### config.mk
export PLATFORM = sky130hd
export DESIGN_NAME = execute_writeback
export DESIGN_NICKNAME = d
export VERILOG_FILES = /design/src/rtl/riscv_pkg.sv /design/src/rtl/alu.sv /design/src/rtl/execute_writeback.sv
export SDC_FILE = /design/constraint.sdc
export NUM_CORES = 1
export LEC_CHECK = 0
export CORE_AREA = 2 2 228 162
export DETAILED_ROUTE_END_ITERATION = 16
export DIE_AREA = 0 0 230 164
export PLACE_DENSITY_LB_ADDON = 0.3
export SYNTH_ARGS = -nofsm -noshare
export SYNTH_HDL_FRONTEND = slang
export SYNTH_SLANG_ARGS = --single-unit
export TNS_END_PERCENT = 20
### constraint.sdc
create_clock -name clk -period 8.6 [get_ports clk]
set_clock_uncertainty 0.1 [all_clocks]
set_input_delay 1.29 -clock clk [delete_from_list [all_inputs] [get_ports clk]]
set_output_delay 1.29 -clock clk [all_outputs]
set_load 0.01 [all_outputs]
### src/rtl/riscv_pkg.sv
// Shared RV32I execute/writeback definitions: data width, ALU type and funct3 encodings,
// and pipeline register payloads.
package riscv_pkg;

  localparam int unsigned XLEN   = 32;
  localparam int unsigned REG_AW = 5;
  localparam int unsigned SHW    = 5;

  typedef enum logic [1:0] {
    ALU_R     = 2'b00,
    ALU_I     = 2'b01,
    ALU_ADD   = 2'b10,
    ALU_PASSB = 2'b11
  } alu_type_e;

  typedef enum logic [2:0] {
    F3_ADD  = 3'b000,
    F3_SLL  = 3'b001,
    F3_SLT  = 3'b010,
    F3_SLTU = 3'b011,
    F3_XOR  = 3'b100,
    F3_SR   = 3'b101,
    F3_OR   = 3'b110,
    F3_AND  = 3'b111
  } alu_f3_e;

  typedef enum logic [2:0] {
    BR_EQ   = 3'b000,
    BR_NE   = 3'b001,
    BR_NT2  = 3'b010,
    BR_NT3  = 3'b011,
    BR_LT   = 3'b100,
    BR_GE   = 3'b101,
    BR_LTU  = 3'b110,
    BR_GEU  = 3'b111
  } br_f3_e;

  typedef struct packed {
    logic [XLEN-1:0]   result;
    logic [XLEN-1:0]   b;
    logic [XLEN-1:0]   pc4;
    logic [REG_AW-1:0] rd;
    logic              regwrite;
    logic              memwrite;
    logic              wb_sel;
    logic              jump;
  } exmem_t;

  typedef struct packed {
    logic [XLEN-1:0]   data;
    logic [REG_AW-1:0] rd;
    logic              we;
  } memwb_t;

endpackage

### src/rtl/alu.sv
// RV32I integer ALU: R/I-type funct3 operations, plain add, and pass-through of operand B.
module alu #(
  parameter int unsigned XLEN = riscv_pkg::XLEN
) (
  input  logic [XLEN-1:0] a,
  input  logic [XLEN-1:0] b,
  input  logic [1:0]      alu_type,
  input  logic [2:0]      funct3,
  input  logic            alt,
  output logic [XLEN-1:0] result
);
  import riscv_pkg::*;

  logic [SHW-1:0] shamt;

  assign shamt = b[SHW-1:0];

  // alt selects sub (R-type only) and arithmetic right shift
  always_comb begin
    result = '0;
    case (alu_type_e'(alu_type))
      ALU_ADD:   result = a + b;
      ALU_PASSB: result = b;
      default: begin
        case (alu_f3_e'(funct3))
          F3_ADD:  result = (alu_type == ALU_R && alt) ? (a - b) : (a + b);
          F3_SLL:  result = a << shamt;
          F3_SLT:  result = XLEN'($signed(a) < $signed(b));
          F3_SLTU: result = XLEN'(a < b);
          F3_XOR:  result = a ^ b;
          F3_SR:   result = alt ? XLEN'($signed(a) >>> shamt) : (a >> shamt);
          F3_OR:   result = a | b;
          F3_AND:  result = a & b;
          default: result = '0;
        endcase
      end
    endcase
  end

endmodule

### src/rtl/execute_writeback.sv
// Execute, memory and writeback stages of a 5-stage RV32I pipeline: ALU, branch resolution,
// EX/MEM and MEM/WB registers, data-memory port and register-file write port.
module execute_writeback #(
  parameter int unsigned XLEN = riscv_pkg::XLEN
) (
  input  logic            clk,
  input  logic            rst,
  input  logic [XLEN-1:0] ID_EX_A,
  input  logic [XLEN-1:0] ID_EX_B,
  input  logic [XLEN-1:0] ID_EX_IMM,
  input  logic [XLEN-1:0] ID_EX_PC,
  input  logic [4:0]      ID_EX_RD,
  input  logic [2:0]      alucontrol,
  input  logic [6:0]      alucontrol7,
  input  logic [1:0]      alu_type_sel,
  input  logic            b_imm_sel,
  input  logic            branch,
  input  logic            jump,
  input  logic            memwrite_en,
  input  logic            regwrite_en,
  input  logic            wb_sel,
  output logic            PCSrcE,
  output logic [XLEN-1:0] PCtarget,
  output logic [XLEN-1:0] dmem_addr,
  output logic [XLEN-1:0] dmem_wdata,
  output logic            dmem_we,
  input  logic [XLEN-1:0] dmem_rdata,
  output logic [XLEN-1:0] WB_ID_WD3,
  output logic [4:0]      WB_ID_RD_A3,
  output logic            WB_ID_WE3
);
  import riscv_pkg::*;

  logic [XLEN-1:0] op_b;
  logic [XLEN-1:0] alu_result;
  logic [XLEN-1:0] wb_data_c;
  logic            br_cond;
  logic            unused_f7;
  exmem_t          exm;
  memwb_t          mwb;

  assign op_b      = b_imm_sel ? ID_EX_IMM : ID_EX_B;
  assign unused_f7 = ^{alucontrol7[6], alucontrol7[4:0]};

  alu #(.XLEN(XLEN)) u_alu (
    .a        (ID_EX_A),
    .b        (op_b),
    .alu_type (alu_type_sel),
    .funct3   (alucontrol),
    .alt      (alucontrol7[5]),
    .result   (alu_result)
  );

  // branch compare always uses the register operands, never the immediate
  always_comb begin
    br_cond = 1'b0;
    case (br_f3_e'(alucontrol))
      BR_EQ:   br_cond = (ID_EX_A == ID_EX_B);
      BR_NE:   br_cond = (ID_EX_A != ID_EX_B);
      BR_LT:   br_cond = ($signed(ID_EX_A) <  $signed(ID_EX_B));
      BR_GE:   br_cond = ($signed(ID_EX_A) >= $signed(ID_EX_B));
      BR_LTU:  br_cond = (ID_EX_A <  ID_EX_B);
      BR_GEU:  br_cond = (ID_EX_A >= ID_EX_B);
      default: br_cond = 1'b0;
    endcase
  end

  assign PCSrcE   = jump | (branch & br_cond);
  assign PCtarget = ID_EX_PC + ID_EX_IMM;

  // EX/MEM register
  always_ff @(posedge clk or negedge rst) begin
    if (!rst) begin
      exm <= '0;
    end else begin
      exm.result   <= alu_result;
      exm.b        <= ID_EX_B;
      exm.pc4      <= ID_EX_PC + XLEN'(4);
      exm.rd       <= ID_EX_RD;
      exm.regwrite <= regwrite_en;
      exm.memwrite <= memwrite_en;
      exm.wb_sel   <= wb_sel;
      exm.jump     <= jump;
    end
  end

  assign dmem_addr  = exm.result;
  assign dmem_wdata = exm.b;
  assign dmem_we    = exm.memwrite;

  assign wb_data_c = exm.jump ? exm.pc4 : (exm.wb_sel ? dmem_rdata : exm.result);

  // MEM/WB register; writes to x0 are suppressed here
  always_ff @(posedge clk or negedge rst) begin
    if (!rst) begin
      mwb <= '0;
    end else begin
      mwb.data <= wb_data_c;
      mwb.rd   <= exm.rd;
      mwb.we   <= exm.regwrite && (exm.rd != '0);
    end
  end

  assign WB_ID_WD3   = mwb.data;
  assign WB_ID_RD_A3 = mwb.rd;
  assign WB_ID_WE3   = mwb.we;

endmodule

; Yosys cells after proc, flatten, opt, wreduce, memory -nomap -nowiden
; Cells that the tools add are included.
[word_totals]
register_bits = 143
in_bits = 185
out_inout_bits = 136
word_cells = 53
[op_classes]
add_sub_neg = 4
n_lt_le_gt_ge = 6
n_eq_ne = 11
n_shift = 3
mux = 8
bitwise = 5
n_reduce_logical = 5
[ops]
columns = op, count
row1 = $pmux 32 s8, 1
row2 = $mux 32, 5
row3 = $lt 32x32->1, 4
row4 = $add 32x32->32, 2
row5 = $ge 32x32->1, 2
row6 = $pmux 32 s2, 1
row7 = $add 32x3->32 const B, 1
row8 = $and 32x32->32, 1
row9 = $eq 32x32->1, 1
row10 = $ne 32x32->1, 1
row11 = $or 32x32->32, 1
row12 = $shl 32x5->32, 1
row13 = $shr 32x5->32, 1
row14 = $sshr 32x5->32, 1
row15 = $sub 32x32->32, 1
row16 = $xor 32x32->32, 1
row17 = $eq 3x3->1 const B, 4
row18 = $eq 3x2->1 const B, 2
row19 = $pmux 1 s6, 1
row20 = $reduce_bool 5->1, 1
row21 = $eq 2x2->1 const B, 2
row22 = $eq 3x1->1 const B, 1
row23 = $logic_not 3->1, 1
row24 = $logic_and 1x1->1, 2
row25 = other kinds (3), 3

; Longest topological paths before layout
[logic_depth]
word_depth = 5
depth_mapped = 17

; Cells and area by module
; Synthesis repeated with hierarchy kept, for this count alone.
[unflattened]
cells_unflattened = 2253
hier_area_um2 = 17693.2
[modules_own_cells]
columns = mod, instances, cells_per_inst, area_each_um2, seq_area_each_um2
row1 = alu, 1, 1455, 9726.8, 0.0
row2 = execute_writeback, 1, 798, 7966.4, 3578.4

; Least setup slack after synthesis
; Ideal clock, no wire load.
[synth_path]
path_type = input -> register
start = input b_imm_sel
end = register exm (netlist bit dmem_addr[29])
t_arrival_ns = 4.946
slack_ns = 3.460
stages = 16
path_buffers = 4
path_cell_list = buf_6 > clkbuf_1 > clkbuf_1 > mux2i_1 > inv_1 > ha_1 > clkbuf_1 > a2111oi_0 > o21ai_0 > nand3_1 > a21oi_1 > o211ai_1 > nor4b_1 > a2bb2oi_1 > mux2_2 > a211oi_1
[synth_via]
elab_chain_len = 5
[synth_rtl]
columns = item, line
row1 = "start, declared", execute_writeback.sv:16  ; input logic b_imm_sel,
row2 = $mux 32 (*), execute_writeback.sv:42  ; assign op_b = b_imm_sel ? ID_EX_IMM : ID_EX_B;
row3 = "$add 32x32->32, or another cell as far along", "alu.sv:22, alu.sv:26"
row4 = $mux 32 (on tied branches), "alu.sv:26, alu.sv:31"
row5 = $pmux 32 s8, alu.sv:25  ; case (alu_f3_e'(funct3))
row6 = $pmux 32 s2 (*), alu.sv:21  ; case (alu_type_e'(alu_type))
row7 = via alu_result[29], execute_writeback.sv:35  ; logic [XLEN-1:0] alu_result;
row8 = "end, declared", execute_writeback.sv:39  ; exmem_t exm;
; Mark *: on every way through the listed nets, which the timed path passes. The rest lies on a longest branch.

; Final worst setup path
[layout_path]
start = input ID_EX_A[31]
end = output PCSrcE
[layout_via]
elab_chain_len = 4
[layout_rtl]
columns = item, line
row1 = "start, declared", execute_writeback.sv:8  ; input logic [XLEN-1:0] ID_EX_A,
row2 = "$ge 32x32->1, or another cell as far along", execute_writeback.sv:63  ; BR_GEU: br_cond = (ID_EX_A >= ID_EX_B);
row3 = $pmux 1 s6 (*), execute_writeback.sv:57  ; case (br_f3_e'(alucontrol))
row4 = $and 1x1->1 (*), execute_writeback.sv:68  ; assign PCSrcE = jump | (branch & br_cond);
row5 = $or 1x1->1 (*), execute_writeback.sv:68
row6 = "end, declared", execute_writeback.sv:22  ; output logic PCSrcE,
; Mark *: on every way between the ends. The rest lies on a longest branch, timed or not.

==> metrics.txt <==
CTS Buf Count 17; Synth top area share 20.4%; syn_area_per_cell 7.88 sq um; DRC errors left 0; Worst Tran Pin Value 1.20 ns; crit end category output pin; RSZ-0062 raised after global routing false; max cap viols 0; Hold Path Class reg2reg; CTS Sinks 143; hold_sp exm[8]; CP max FO 16; leading cell type by number of instances after synthesis o21ai_0; Post-synth EDFFs 0; Die Wd 230 um; count of pins over their slew limit 0; final net count 2,760; CTS Buffer Depth 2; total wire length 72,500 um; remaining antenna violation count 0; DRT Pass-1 Iters 6; Die Ht 164 um; Top-Level Pins 321; crit path cell chain clkdlybuf4s50_1, buf_4, ha_1, nand4_1, nor3_1, nand4_1, or3_1, nor3_1, o311ai_0, a21oi_1, a2bb2oi_1, clkdlybuf4s50_1; Remaining Overflow, GRT 0; sw frac 42.3%; clk root buf clkbuf_16; Tmin final 7.36 ns; status finished, final reports clean; Worst path slowest cell nor3_1; row cnt 58; Slew headroom 19.4%; Clk pwr share 25.5%; Worst setup SP type input port; CORE AREA 35,600 sq um; post-route setup TNS 0 ns; Worst Setup SP ID_EX_A[31]; syn nets 2,583; initial cell density of the core 49.4%; DIE AREA 37,700 sq um; Post-CTS Setup Inserts 0; port bufs 314; Final HPWL DP 56,900 um; Final setup viols 0; DP Cell Count 2,867; peak supply drop 0.133 mV; TritonCTS clock tree done; H-tree Lvls 4; PD cells 142 nW/um^2; number of global-route vias before repair 17,418; CTS clock-pin slew for the worst setup and hold paths 0.07 ns; vias per inst 6.27; initial antenna violation count 1; largest net degree at the start of global routing 83; 1st-iter DRT viols 2,249; worst r2r src exm[1]; cells after synthesis 2,229; yosys warns 0; fmax 0.136 GHz; post-synth cell types 85; worst setup path class in2out; Hold Buf Count CTS 0; Final Hold Fails 0; clk_lat worst skew 0.46 ns; Worst EP arrival 5.97 ns; Async S/R FF share, synth 100%; Psw 1.27 mW; Slowest Stage Delay on Critical Path 0.66 ns; FF-to-FF setup slack 6.81 ns; Main synth FF type dfrtp_1; synth top area cells dfrtp_1, ha_1, mux2i_1, o21ai_0, a21oi_1; Syn-to-layout area delta 20.3%; final worst-path cycle share 85.6%; first-pass GRT wire length 108,000 um; post-route cell area 21,100 sq um; Synth Register Bits 143; total power 2.99 mW; DR vias 18,179; part of the power in combinational logic 48.7%; post-cts repair resize count 0; WL per Instance 25.0 um; sequential area share after synthesis 20.4%; share of cells above drive strength 1 5.08%; GRT Overall Usage 37.7%; Synth top cells by count o21ai_0, nand2_1, a21oi_1; routability cong. 1.00; P_leak 9.30 nW; share of power burned in registers 25.8%; final std cells w/o fill 2,900; synthesized area 17,600 sq um; cell-internal power 1.73 mW; dominant cell type by area after synthesis dfrtp_1; Req. time, crit path 7.21 ns; dpl cell area 20,500 sq um
## critical path: cells and delay by family
family,cells,cell delay (ns)
AOI/OAI and AO/OA,3,0.70
and+or+nand+nor,5,2.27
buffers and inverters,3,1.20
adders and majority gates,1,0.49
## stage by stage
step / util (%) / worst slack [ns] / hold WS [ns]
after floorplan: - / 3.46 / 0.246
after global placement: 57.7 / 1.40 / 0.254
after detailed placement: 57.7 / 1.41 / 0.256
after CTS: 59.4 / 1.40 / 0.273
after global routing: 59.4 / 1.13 / 0.284
final: 59.4 / 1.24 / 0.270
## flip-flops by register name (all words and copies together) (netlist names)
signal and flops:
WB_ID_RD_A3 5, WB_ID_WD3 32, WB_ID_WE3 1, dmem_addr 32, dmem_wdata 32, dmem_we 1
exm 40
## power by group through the flow
| stage | Clock (mW) | Combinational, mW | Sequential (mW) |
|---|---|---|---|
| after global routing | 0.803 | 1.56 | 0.777 |
| after floorplan | 0 | 0.871 | 0.773 |
| after detailed placement | 0 | 1.41 | 0.784 |
| after CTS | 0.773 | 1.42 | 0.772 |
| after global placement | 0 | 1.40 | 0.784 |
| final | 0.764 | 1.46 | 0.772 |
## cells by family (layout without fill, tap and decap cells)
logic type	count (synthesis)	count (layout)	share of synthesized area (%)
compound gates	681	681	24.4
simple gates	592	592	15.3
buf+inv	333	523	9.16
mux	202	202	13.2
fa+ha+maj	169	169	12.2
flops	143	143	20.4
xor+xnor	109	109	5.44
other cells	0	1	0
## cell usage in the layout (no fill, tap or decap), types with 9 or more instances in the layout
| cell type | netlist | routed |
|---|---|---|
| and3_1 | 15 | 15 |
| nand2b_1 | 16 | 16 |
| a31oi_1 | 16 | 16 |
| nor2_1 | 175 | 175 |
| nand3_1 | 43 | 43 |
| a221oi_1 | 20 | 20 |
| nand4_1 | 20 | 20 |
| o21bai_1 | 16 | 16 |
| clkbuf_16 | 0 | 17 |
| mux4_2 | 21 | 21 |
| mux2i_1 | 175 | 172 |
| nor2b_1 | 18 | 18 |
| o221ai_1 | 11 | 11 |
| a311oi_1 | 9 | 9 |
| o31ai_1 | 18 | 18 |
| clkdlybuf4s50_1 | 0 | 310 |
| a21o_1 | 37 | 37 |
| o21ai_0 | 208 | 207 |
| nor3_1 | 47 | 47 |
| ha_1 | 166 | 166 |
| nand2_1 | 204 | 204 |
| buf_4 | 68 | 36 |
| a211oi_1 | 32 | 32 |
| o211ai_1 | 35 | 35 |
| inv_1 | 137 | 137 |
| and2_1 | 12 | 12 |
| xnor2_1 | 79 | 79 |
| or3_1 | 9 | 9 |
| dfrtp_1 | 143 | 141 |
| xor2_1 | 30 | 30 |
| a21oi_1 | 192 | 192 |
| nor4_1 | 9 | 9 |
## metal layers
layer	global-route usage, %	part of all wire [%]
met1	51.8	43
met2	57.4	43
met3	9.55	11
met4	12.6	3.0
met5	1.30	0.091
## path summary, 6_finish.rpt
check / to / depth (start not counted)
worst max-delay path: PCSrcE / 12
worst min-delay path: WB_ID_RD_A3[4] / 0
worst max register to register: WB_ID_WD3[9] / 2
worst min register to register: WB_ID_RD_A3[4] / 0
max in group asynchronous: dmem_addr[27] / 2
min in group asynchronous: dmem_addr[2] / 1
## cell type report
type | count | area (sq um)
well taps | 480 | 601
diodes | 1 | 2.50
clock buffers | 17 | 425
fillers | 3274 | 14400
flip-flops and latches | 143 | 3580
clock inverters | 15 | 168
repair buffers | 350 | 3400
multi-input cells | 1753 | 12400
inverters | 141 | 532
(Power assumes the default switching activity.)
